File: config.mk
export PLATFORM = sky130hd
export DESIGN_NAME = regfile_seq
export DESIGN_NICKNAME = d
export VERILOG_FILES = /design/src/rtl/regfile_seq.sv
export SDC_FILE = /design/constraint.sdc
export NUM_CORES = 1
export LEC_CHECK = 0
export CAP_MARGIN = 15
export CORE_MARGIN = 1.5
export CORE_UTILIZATION = 50
export CTS_BUF_LIST = sky130_fd_sc_hd__clkbuf_16
export DETAILED_ROUTE_END_ITERATION = 10
export PLACE_DENSITY = 0.86
export SETUP_SLACK_MARGIN = 0.15
export SLEW_MARGIN = 25
export SYNTH_ARGS = -nofsm -noshare
export SYNTH_HDL_FRONTEND = slang
export SYNTH_SLANG_ARGS = --single-unit
File: constraint.sdc
create_clock -name CLK -period 4.35 [get_ports CLK]
set_input_delay 0.87 -clock CLK [delete_from_list [all_inputs] [get_ports CLK]]
set_output_delay 0.87 -clock CLK [all_outputs]
set_load 0.01 [all_outputs]
File: src/rtl/regfile_seq.sv
// Sequencer that drives an external 8 x 13-bit register file.
// One command is accepted in IDLE. A normal command runs one EXEC cycle,
// and CLR runs eight clearing writes. Both finish with a one-cycle DONE in FIN.
// WR, WA, LD_DATA, DONE and CMD_READY are decoded from the state and gated by CLRN.
// This lets a reset cycle suppress a write at once, including mid-command.
module regfile_seq (
    input  logic        CLK,
    input  logic        CLRN,
    input  logic        CMD_VALID,
    output logic        CMD_READY,
    input  logic [2:0]  CMD_OP,
    input  logic [2:0]  CMD_DST,
    input  logic [2:0]  CMD_SRCA,
    input  logic [2:0]  CMD_SRCB,
    input  logic [12:0] CMD_IMM,
    output logic [2:0]  RP,
    output logic [2:0]  RQ,
    input  logic [12:0] DATAP,
    input  logic [12:0] DATAQ,
    output logic [2:0]  WA,
    output logic [12:0] LD_DATA,
    output logic        WR,
    output logic [12:0] RESULT,
    output logic        FLAG_Z,
    output logic        FLAG_C,
    output logic        DONE
);

    localparam logic [1:0] ST_IDLE = 2'd0;
    localparam logic [1:0] ST_EXEC = 2'd1;
    localparam logic [1:0] ST_CLR  = 2'd2;
    localparam logic [1:0] ST_FIN  = 2'd3;

    localparam logic [2:0] OP_NOP = 3'b000;
    localparam logic [2:0] OP_MOV = 3'b001;
    localparam logic [2:0] OP_LDI = 3'b010;
    localparam logic [2:0] OP_ADD = 3'b011;
    localparam logic [2:0] OP_SUB = 3'b100;
    localparam logic [2:0] OP_CMP = 3'b101;
    localparam logic [2:0] OP_INC = 3'b110;
    localparam logic [2:0] OP_CLR = 3'b111;

    logic [1:0]  state_reg, state_next;
    logic [2:0]  op_reg, dst_reg, srca_reg, srcb_reg, k_reg;
    logic [12:0] imm_reg, result_reg;
    logic        flag_z_reg, flag_c_reg;

    logic [13:0] sum_ext;
    logic [12:0] alu_res;
    logic        alu_c;
    logic        op_writes;
    logic        op_sets_flags;

    // The read addresses always present the latched sources.
    // This makes the operands valid combinationally throughout EXEC.
    assign RP     = srca_reg;
    assign RQ     = srcb_reg;
    assign RESULT = result_reg;
    assign FLAG_Z = flag_z_reg;
    assign FLAG_C = flag_c_reg;

    assign op_writes     = (op_reg == OP_MOV) || (op_reg == OP_LDI) || (op_reg == OP_ADD) ||
                           (op_reg == OP_SUB) || (op_reg == OP_INC);
    assign op_sets_flags = (op_reg == OP_ADD) || (op_reg == OP_SUB) ||
                           (op_reg == OP_CMP) || (op_reg == OP_INC);

    // ALU: the result and carry/borrow come from this cycle's read data.
    // The write lands at the edge ending EXEC, so SRCA == DST still reads the old value.
    always_comb begin
        sum_ext = 14'd0;
        alu_res = 13'd0;
        alu_c   = 1'b0;
        case (op_reg)
            OP_MOV: alu_res = DATAP;
            OP_LDI: alu_res = imm_reg;
            OP_ADD: begin
                sum_ext = {1'b0, DATAP} + {1'b0, DATAQ};
                alu_res = sum_ext[12:0];
                alu_c   = sum_ext[13];
            end
            OP_SUB, OP_CMP: begin
                alu_res = DATAP - DATAQ;
                alu_c   = (DATAP < DATAQ);
            end
            OP_INC: begin
                sum_ext = {1'b0, DATAP} + 14'd1;
                alu_res = sum_ext[12:0];
                alu_c   = sum_ext[13];
            end
            default: alu_res = 13'd0;
        endcase
    end

    // Next-state logic. Commands are looked at only in IDLE.
    always_comb begin
        state_next = state_reg;
        case (state_reg)
            ST_IDLE: if (CMD_VALID) state_next = (CMD_OP == OP_CLR) ? ST_CLR : ST_EXEC;
            ST_EXEC: state_next = ST_FIN;
            ST_CLR:  if (k_reg == 3'd7) state_next = ST_FIN;
            ST_FIN:  state_next = ST_IDLE;
            default: state_next = ST_IDLE;
        endcase
    end

    // Register-file write port and handshake outputs, all forced low while in reset.
    always_comb begin
        CMD_READY = CLRN && (state_reg == ST_IDLE);
        DONE      = CLRN && (state_reg == ST_FIN);
        WR        = 1'b0;
        WA        = 3'd0;
        LD_DATA   = 13'd0;
        if (CLRN) begin
            if (state_reg == ST_EXEC && op_writes) begin
                WR      = 1'b1;
                WA      = dst_reg;
                LD_DATA = alu_res;
            end else if (state_reg == ST_CLR) begin
                WR      = 1'b1;
                WA      = k_reg;
                LD_DATA = 13'd0;
            end
        end
    end

    // State, latched command fields, clear counter, and result/flag registers.
    always_ff @(posedge CLK) begin
        if (!CLRN) begin
            state_reg  <= ST_IDLE;
            op_reg     <= 3'd0;
            dst_reg    <= 3'd0;
            srca_reg   <= 3'd0;
            srcb_reg   <= 3'd0;
            imm_reg    <= 13'd0;
            k_reg      <= 3'd0;
            result_reg <= 13'd0;
            flag_z_reg <= 1'b0;
            flag_c_reg <= 1'b0;
        end else begin
            state_reg <= state_next;
            if (state_reg == ST_IDLE && CMD_VALID) begin
                op_reg   <= CMD_OP;
                dst_reg  <= CMD_DST;
                srca_reg <= CMD_SRCA;
                srcb_reg <= CMD_SRCB;
                imm_reg  <= CMD_IMM;
            end
            k_reg <= (state_reg == ST_CLR) ? k_reg + 3'd1 : 3'd0;
            if (state_reg == ST_EXEC) begin
                if (op_reg != OP_NOP) result_reg <= alu_res;
                if (op_sets_flags) begin
                    flag_z_reg <= (alu_res == 13'd0);
                    flag_c_reg <= alu_c;
                end
            end
        end
    end

endmodule
==> flow_summary_export.csv, run 1 <==
group,metric,value,unit
clock_network,htree_num_levels,2,
critical_path,path_class,"in -> out",
detailed_routing,ant_nets,0,
sta,fin_skew,0.003467,ns
logic_synthesis,ys_ff_latch,45,
pwr,power.density,327.0,nW/um^2
hold_path,holdPathStages,2,
global_route,grt_pass1_wl,21420,um
critical_path,cp-start-kind,"input port",
run,maxCapViolations,0,
critical_path,arrival,3.42,ns
logic_synthesis,netlist_instances,508,
pwr,p_leak,2.486,nW
critical_path,worstPathRequired,3.48,ns
place,io_buffers,93,
die,rows,31,
sta,worst_pin_slew,0.9077,ns
sta,hold_viol_final,0,
critical_path,ff2ff_setup_slack,1.44,ns
sta,slew_headroom,0.3922,
hold_path,hold_path.class,"reg -> reg",
global_route,grt_use_total,0.3432,
final_layout,layout_common_cells,"buf_4, nand2_1, clkdlybuf4s50_1, a21oi_1, nor2_1",
clock_network,tritoncts,"done",
logic_synthesis,synth_top_flop_cell,"dfxtp_1",
detailed_routing,via_per_inst,6.030,
clock_network,path_clk_slew,0.07,ns
pwr,ir_worst_vdd,0.0002800,V
die,fp.dieArea,7938,sq um
global_route,antenna_found_initial,0,
clock_network,cts_hold_buf,0,
place,gp_congestion,0.9059,
place,hpwl,9437,um
logic_synthesis,yosysUniqueCellTypes,64,
logic_synthesis,syn_area,3706,sq um
status,outcome,"finished with violations",
clock_network,cts.sinks,45,
logic_synthesis,avgSynthCellArea,7.295,sq um
global_route,grt_pass1_vias,4546,
sta,holdWs,0.4593,ns
critical_path,rr_endpoint,"FLAG_Z$_SDFFE_PN0P_",
logic_synthesis,ys_seq_area_frac,0.2431,
global_route,grt.overflow.total,0,
detailed_routing,drc,1,
logic_synthesis,synthArstFlopShare,0,
final_layout,layout.nets,779,
hold_path,whs_endpoint,"RESULT[0]$_SDFFE_PN0P_",
sta,period_share,0.9853,
global_route,grt_max_degree,26,
die,ioPinCount,94,
sta,slew_viol_final,0,
final_layout,layout-drive-gt1-share,0.2841,
die,die_w,89.10,um
critical_path,reg2reg_depth,10,
final_layout,antenna_cells,0,
critical_path,worstReg2RegStart,"op_reg[2]$_SDFFE_PN0P_",
sta,max_freq,233.3,MHz
logic_synthesis,ys_warn_count,0,
clock_network,cts_buffers,5,
final_layout,areaGrowthSynthToFinish,61.58,%
die,initial_core_util,0.5137,
detailed_routing,wire_per_inst,17.92,um
sta,rsz0062_at_grt,"true",
clock_network,clock_path_buffers,2,
detailed_routing,finalWirelength,14140,um
final_layout,layout.cells.non_filler,789,
detailed_routing,dr.pass1.iters,10,
sta,setup_violations,0,
place,placedCellCount,753,
logic_synthesis,synth_edf_count,0,
detailed_routing,drt_iter0_drc,512,
final_layout,final_common_cell,"buf_4",
sta,fin_crit,4.286,ns
detailed_routing,vias,4758,
critical_path,cp_max_fo,2,
die,die_height,89.10,um
clock_network,cts-root-buf,"clkbuf_16",
logic_synthesis,synth_fp_nets,598,
hold_path,hold_path.startpoint,"RESULT[0]$_SDFFE_PN0P_",
status,violations,"design-rule violations",
clock_network,clk_latency,0.29,ns
die,core_area,7214,sq um
critical_path,cp-end-kind,"primary output",
how the worst max path moves through the flow:
stage | end | startpoint | slack [ns] | cells after the start
after floorplan | LD_DATA[12] | DATAP[0] | 0.34 | 12
after global placement | LD_DATA[12] | DATAP[0] | -0.81 | 15
after detailed placement | LD_DATA[12] | DATAP[0] | -0.85 | 15
after CTS | LD_DATA[12] | DATAQ[1] | 0.10 | 14
after global routing | LD_DATA[12] | DATAQ[2] | -0.07 | 17
final | LD_DATA[12] | DATAP[0] | 0.06 | 16
power breakdown:
group	internal, mW	switching [mW]	leakage (nW)	total (mW)
registers	0.489	0.0683	0.367	0.557
clock network	0.214	0.164	0.0718	0.378
logic	0.486	0.536	2.05	1.02
total	1.19	0.769	2.49	1.96
cell type report:
| class | count | area, sq um |
|---|---|---|
| Tap cell | 99 | 123.9 |
| Multi-Input combinational cell | 407 | 2980 |
| Inverter | 27 | 103.9 |
| Sequential cell | 45 | 900.9 |
| Clock inverter | 3 | 21.27 |
| Fill cell | 470 | 1226 |
| Timing Repair Buffer | 203 | 1733 |
| Clock buffer | 5 | 125.1 |
Yosys cell counts (7+ instances only):
library cell  number  area [sq um]
nand2_1           76         285.3
and3_1             7         43.79
nand4_1            7         43.79
nor2_1            53         198.9
nor3_1            11         55.05
nand2b_1           9         56.30
a21oi_1           60         300.3
nor2b_1            9         56.30
o21ai_0           16         80.08
ha_1              34         425.4
inv_1             26         97.59
a211oi_1          18         135.1
nand3_1            7         35.03
dfxtp_1           45         900.9
clkbuf_1          20         75.07
xor2_1             8         70.07
worst max-delay path, stage by stage:
cell       delay (ns)
buf_8            0.08
inv_4            0.04
ha_4             0.15
fa_2             0.41
nor2b_4          0.15
buf_6            0.12
o2111ai_4        0.13
a31oi_4          0.22
a211oi_2         0.10
o21bai_1         0.17
a211o_1          0.16
a22oi_2          0.07
a2111oi_2        0.36
buf_4            0.19
nor2_2           0.03
buf_2            0.15
layer usage:
| metal | vias to the layer above | track usage | part of all wire |
|---|---|---|---|
| met2 | 293 | 0.6042 | 0.49 |
| met5 | - | 0 | 0 |
| li1 | 2171 | - | - |
| met4 | 0 | 0.1119 | 0.038 |
| met1 | 2226 | 0.4276 | 0.39 |
| met3 | 68 | 0.05448 | 0.084 |
per-stage QoR:
| stage | util | setup TNS [ns] | total power, mW | setup slack (ns) | area (sq um) |
|---|---|---|---|---|---|
| floorplan | - | 0 | 1.039 | 0.3405 | 3706 |
| global placement | 0.7282 | -4.407 | 1.404 | -0.8061 | 5254 |
| detailed placement | 0.7282 | -4.764 | 1.432 | -0.8515 | 5254 |
| CTS | 0.8051 | 0 | 1.887 | 0.1001 | 5808 |
| global route | 0.8300 | -0.06717 | 2.067 | -0.06717 | 5988 |
| finish | 0.8300 | 0 | 1.958 | 0.06376 | 5988 |
repair_timing:
action                     4_1_cts  5_1_grt
cloned                           0        0
pin swaps                       26       22
resized for setup              103       45
setup endpoints to repair       12        9
buffers inserted                23        5
kinds of logic (layout without fill, tap and decap cells):
group	count (synthesis)	count (layout)	share of synthesized area
multiplexers	1	1	0.002701
XOR/XNOR	12	12	0.02836
flip-flops	45	45	0.2431
buffers and inverters	56	238	0.06043
adder cells (fa/ha/maj)	36	36	0.1256
AND/OR/NAND/NOR	204	204	0.2600
AO/OA/AOI/OAI	154	154	0.2799
No activity file was read; power rests on OpenSTA's default activity.
==> run 2, diff against run 1 <==
--- a/config.mk
+++ b/config.mk
@@ -6,6 +6,7 @@
 export NUM_CORES = 1
 export LEC_CHECK = 0
 export CAP_MARGIN = 15
+export CORE_ASPECT_RATIO = 0.7
 export CORE_MARGIN = 1.5
 export CORE_UTILIZATION = 50
 export CTS_BUF_LIST = sky130_fd_sc_hd__clkbuf_16
==> run 2 against run 1 <==
Effect of this change: the flow now finishes without violations; non-clock buffer count decreased by 6; first-iteration DRC count decreased by 17%; hold slack got worse by 0.00078 ns; final cell count decreased by 0.89%; fmax decreased by 0.42%; critical path depth increased by 1; sequential cell count unchanged; register-to-register slack got worse by 0.28 ns; highest routed layer unchanged.
==> flow_summary_export.csv, run 2 (same netlist as run 1, synthesis figures left out) <==
group,metric,value,unit
critical_path,rr_endpoint,"FLAG_Z$_SDFFE_PN0P_",
place,gp_congestion,0.9517,
die,ioPinCount,94,
sta,setup_violations,0,
critical_path,path_class,"in -> out",
critical_path,cp_max_fo,2,
sta,rsz0062_at_grt,"true",
critical_path,ff2ff_setup_slack,1.16,ns
detailed_routing,dr.pass1.iters,6,
sta,slew_headroom,0.4500,
clock_network,tritoncts,"done",
final_layout,final_common_cell,"buf_4",
pwr,power.density,334.0,nW/um^2
detailed_routing,via_per_inst,6.024,
sta,max_freq,232.3,MHz
global_route,grt_use_total,0.3336,
detailed_routing,wire_per_inst,18.78,um
place,io_buffers,93,
detailed_routing,vias,4711,
final_layout,layout.cells.non_filler,782,
global_route,grt_pass1_vias,4280,
critical_path,arrival,3.43,ns
critical_path,startpoint,"DATAP[0]",
detailed_routing,finalWirelength,14680,um
clock_network,cts_buffers,5,
global_route,grt.overflow.total,0,
sta,period_share,0.9895,
critical_path,reg2reg_depth,14,
critical_path,cp-start-kind,"input port",
sta,hold_viol_final,0,
die,core_area,7222,sq um
die,rows,26,
place,placedCellCount,752,
critical_path,endpoint,"LD_DATA[12]",
clock_network,htree_num_levels,2,
final_layout,utilization,0.8262,
final_layout,antenna_cells,0,
clock_network,cts-root-buf,"clkbuf_16",
critical_path,worstPathRequired,3.48,ns
place,hpwl,9891,um
status,outcome,"finished, final reports clean",
critical_path,cp-end-kind,"primary output",
detailed_routing,drt_iter0_drc,425,
global_route,antenna_found_initial,0,
sta,worst_pin_slew,0.8229,ns
detailed_routing,ant_nets,0,
clock_network,cts.sinks,45,
die,die_w,105.9,um
die,initial_core_util,0.5132,
run,maxCapViolations,0,
pwr,ir_worst_vdd,0.0003035,V
critical_path,worstReg2RegStart,"op_reg[1]$_SDFFE_PN0P_",
die,fp.dieArea,7946,sq um
die,die_height,75.03,um
global_route,grt_pass1_wl,20910,um
hold_path,holdPathStages,2,
sta,fin_skew,0.005010,ns
clock_network,clock_path_buffers,2,
pwr,p_leak,2.481,nW
final_layout,areaGrowthSynthToFinish,61.01,%
sta,fin_crit,4.304,ns
clock_network,path_clk_slew,0.06,ns
clock_network,cts_hold_buf,0,
sta,slew_viol_final,0,
clock_network,clk_latency,0.29,ns
final_layout,layout-drive-gt1-share,0.2880,
detailed_routing,drc,0,
global_route,grt_max_degree,32,
hold_path,hold_path.class,"reg -> reg",
final_layout,layout_common_cells,"buf_4, nand2_1, clkdlybuf4s50_1, a21oi_1, nor2_1",
final_layout,layout.nets,773,
[run 2: cell count changes in the layout (fill, tap and decap cells not counted), sizes merged]
cell / before / now
clkdlybuf4s15: 1 / 0
dlygate4sd2: 6 / 4
clkinv: 3 / 2
clkinvlp: 0 / 1
buf: 118 / 115
clkdlybuf4s50: 69 / 66
dlymetal6s2s: 3 / 6
[run 2: how the worst min path moves through the flow]
stage	start	to	slack (ns)
after floorplan	k_reg[0]$_SDFF_PN0_	k_reg[0]$_SDFF_PN0_	0.42
after global placement	k_reg[0]$_SDFF_PN0_	k_reg[0]$_SDFF_PN0_	0.43
after detailed placement	k_reg[0]$_SDFF_PN0_	k_reg[0]$_SDFF_PN0_	0.45
after CTS	k_reg[0]$_SDFF_PN0_	k_reg[0]$_SDFF_PN0_	0.46
after global routing	k_reg[0]$_SDFF_PN0_	k_reg[0]$_SDFF_PN0_	0.49
final	RQ[1]$_SDFFE_PN0P_	RQ[1]$_SDFFE_PN0P_	0.46
[run 2: critical path, cell delays in order]
cell	delay, ns
buf_8	0.10
inv_6	0.05
ha_4	0.13
fa_2	0.23
nor2b_4	0.05
buf_6	0.11
o21a_1	0.18
o21a_1	0.22
o41ai_2	0.23
a21oi_1	0.12
nor3_1	0.22
buf_4	0.16
a22oi_2	0.05
a2111oi_2	0.35
buf_4	0.18
nor2_2	0.03
buf_2	0.15
[run 2: timing repair]
action                                  in CTS  in global routing
endpoints found under the hold margin        0                  0
setup buffers                               14                  8
endpoints found under the setup margin      12                 11
gates resized for setup                    108                 61
pin swaps                                   25                 28
[run 2: final cells by class]
type / instances / area (sq um)
multi-input cells: 407 / 2998
well taps: 98 / 122.6
repair buffers: 197 / 1693
inverters: 27 / 106.4
clock inverters: 3 / 21.27
clock buffers: 5 / 125.1
flip-flops and latches: 45 / 900.9
fillers: 452 / 1255
[run 2: through the flow]
step | setup TNS (ns) | power [mW] | worst slack [ns] | hold WS (ns) | instance area (sq um)
floorplan | 0 | 1.039 | 0.3405 | 0.4178 | 3706
global placement | -4.118 | 1.411 | -0.7141 | 0.4299 | 5253
detailed placement | -4.772 | 1.438 | -0.7695 | 0.4464 | 5253
CTS | 0 | 1.887 | 0.009025 | 0.4597 | 5732
global route | -0.1081 | 2.087 | -0.1081 | 0.4881 | 5967
finish | 0 | 1.993 | 0.04569 | 0.4585 | 5967
[run 2: layer usage]
metal,routed length (um),vias to the layer above,track usage
li1,-,2162,-
met1,6098,2191,0.4586
met2,6609,295,0.5260
met3,1458,63,0.07879
met4,518,0,0.1036
met5,0,-,0
[run 2: where the power goes]
part / internal [mW] / total (mW) / switching, mW
logic: 0.493 / 1.05 / 0.554
clock network: 0.214 / 0.387 / 0.172
registers: 0.489 / 0.560 / 0.0709
==> run 3, diff against run 2 <==
--- a/config.mk
+++ b/config.mk
@@ -11,6 +11,7 @@
 export CORE_UTILIZATION = 50
 export CTS_BUF_LIST = sky130_fd_sc_hd__clkbuf_16
 export DETAILED_ROUTE_END_ITERATION = 10
+export MAX_ROUTING_LAYER = met4
 export PLACE_DENSITY = 0.86
 export SETUP_SLACK_MARGIN = 0.15
 export SLEW_MARGIN = 25
==> run 3 against run 2 <==
Effect of this change: count of clock-buffer cells in the layout stayed put; sequential share of layout area shrank 0.29 points; sequential cell count unchanged; sequential power hardly changed; critical path type unchanged; register-to-register slack worse by 0.22 ns.
==> flow_summary_export.csv, run 3 (same netlist as run 1, synthesis figures left out) <==
group,metric,value,unit
status,outcome,"finished, final reports clean",
die,initial_core_util,0.5132,
detailed_routing,wire_per_inst,19.48,um
final_layout,layout.nets,786,
sta,max_freq,233.7,MHz
global_route,antenna_found_initial,0,
sta,slew_viol_final,0,
sta,slew_headroom,0.4713,
global_route,grt_max_degree,32,
clock_network,path_clk_slew,0.06,ns
place,placedCellCount,752,
detailed_routing,drc,0,
pwr,ir_worst_vdd,0.0002817,V
final_layout,layout_common_cells,"buf_4, nand2_1, clkdlybuf4s50_1, a21oi_1, nor2_1",
global_route,grt_pass1_vias,4587,
critical_path,cp-start-kind,"input port",
final_layout,final_common_cell,"buf_4",
detailed_routing,dr.pass1.iters,6,
die,die_height,75.03,um
final_layout,antenna_cells,0,
global_route,grt_use_total,0.3935,
critical_path,cp-end-kind,"primary output",
sta,worst_pin_slew,0.7931,ns
detailed_routing,ant_nets,0,
pwr,power,2.076,mW
run,maxCapViolations,0,
die,die_w,105.9,um
detailed_routing,drt_iter0_drc,574,
global_route,grt_pass1_wl,23520,um
sta,fin_skew,0.003915,ns
die,core_area,7222,sq um
clock_network,htree_num_levels,2,
global_route,grt.overflow.total,0,
final_layout,layout-drive-gt1-share,0.2898,
clock_network,cts_buffers,5,
place,io_buffers,93,
pwr,p_leak,2.567,nW
sta,fin_crit,4.278,ns
hold_path,hold_path.class,"reg -> reg",
clock_network,cts.sinks,45,
final_layout,design_area,6082,sq um
place,gp_congestion,0.9849,
critical_path,arrival,3.41,ns
sta,period_share,0.9835,
critical_path,worstPathRequired,3.48,ns
place,hpwl,10150,um
place,post_dp_cell_area,5253,sq um
sta,setup_violations,0,
final_layout,layout.cells.non_filler,795,
critical_path,max_stage_delay,0.35,ns
sta,rsz0062_at_grt,"true",
clock_network,clk_latency,0.29,ns
die,fp.dieArea,7946,sq um
critical_path,path_cells,"buf_6 -> inv_2 -> ha_4 -> fa_2 -> nor2b_4 -> buf_4 -> o21a_1 -> o21a_1 -> o41ai_2 -> a21oi_1 -> nor3_2 -> a22oi_2 -> a2111oi_2 -> buf_4 -> nor2_1 -> buf_2",
detailed_routing,via_per_inst,6.209,
die,ioPinCount,94,
critical_path,cp_max_fo,2,
clock_network,cts-root-buf,"clkbuf_16",
clock_network,clock_path_buffers,2,
pwr,power.density,341.3,nW/um^2
critical_path,slowest_stage,"a2111oi_2",
detailed_routing,vias,4936,
final_layout,areaGrowthSynthToFinish,64.11,%
critical_path,path_class,"in -> out",
clock_network,tritoncts,"done",
sta,hold_viol_final,0,
detailed_routing,finalWirelength,15480,um
die,rows,26,
-- run 3: worst paths after layout --
path	endpoint	depth (start not counted)	slack, ns	start
worst min-delay path	RP[1]$_SDFFE_PN0P_	2	0.45	RP[1]$_SDFFE_PN0P_
worst max register to register	FLAG_Z$_SDFFE_PN0P_	15	0.94	op_reg[1]$_SDFFE_PN0P_
worst min register to register	RP[1]$_SDFFE_PN0P_	2	0.45	RP[1]$_SDFFE_PN0P_
worst max-delay path	LD_DATA[12]	16	0.07	DATAP[0]
-- run 3: cell type report --
class,instances,area (sq um)
clock inverter,3,42.54
timing repair buffer,210,1784
sequential,45,900.9
clock buffer,5,125.1
inverter,27,101.3
tap,98,122.6
fill,441,1140
multi-input combinational,407,3005
-- run 3: repair_timing --
item,4_1_cts,5_1_grt
gates cloned,0,0
endpoints found under the hold margin,0,0
setup endpoints to repair,12,10
setup buffers,23,12
pin swaps,28,29
gates resized for setup,107,47
hold buffers,0,0
-- run 3: through the flow --
stage	hold slack (ns)	setup TNS [ns]	utilization	worst slack (ns)
floorplan	0.4178	0	-	0.3405
global placement	0.4306	-4.209	0.7273	-0.7152
detailed placement	0.4413	-4.793	0.7273	-0.7636
CTS	0.4545	0	0.8099	0.07897
global route	0.4702	0	0.8422	0.04422
finish	0.4542	0	0.8422	0.07189
-- run 3: metal layers --
layer | GRT usage | wire length [um] | vias to the layer above
met4 | 0.1502 | 684 | 0
met5 | - | 0 | -
met3 | 0.08745 | 1730 | 91
met1 | 0.4910 | 6217 | 2280
met2 | 0.6320 | 6851 | 377
li1 | - | - | 2188
-- run 3: where the power goes --
group	leakage, nW	switching (mW)	total, mW	internal [mW]
sequential	0.367	0.0691	0.558	0.489
clock	0.0852	0.166	0.436	0.270
combinational	2.11	0.570	1.08	0.512
-- run 3: worst max-delay path, delay by kind of cell --
| family | cells | cell delay [ns] |
|---|---|---|
| adders and majority gates | 2 | 0.38 |
| and+or+nand+nor | 3 | 0.30 |
| AOI/OAI and AO/OA | 6 | 1.21 |
| buffers and inverters | 5 | 0.64 |
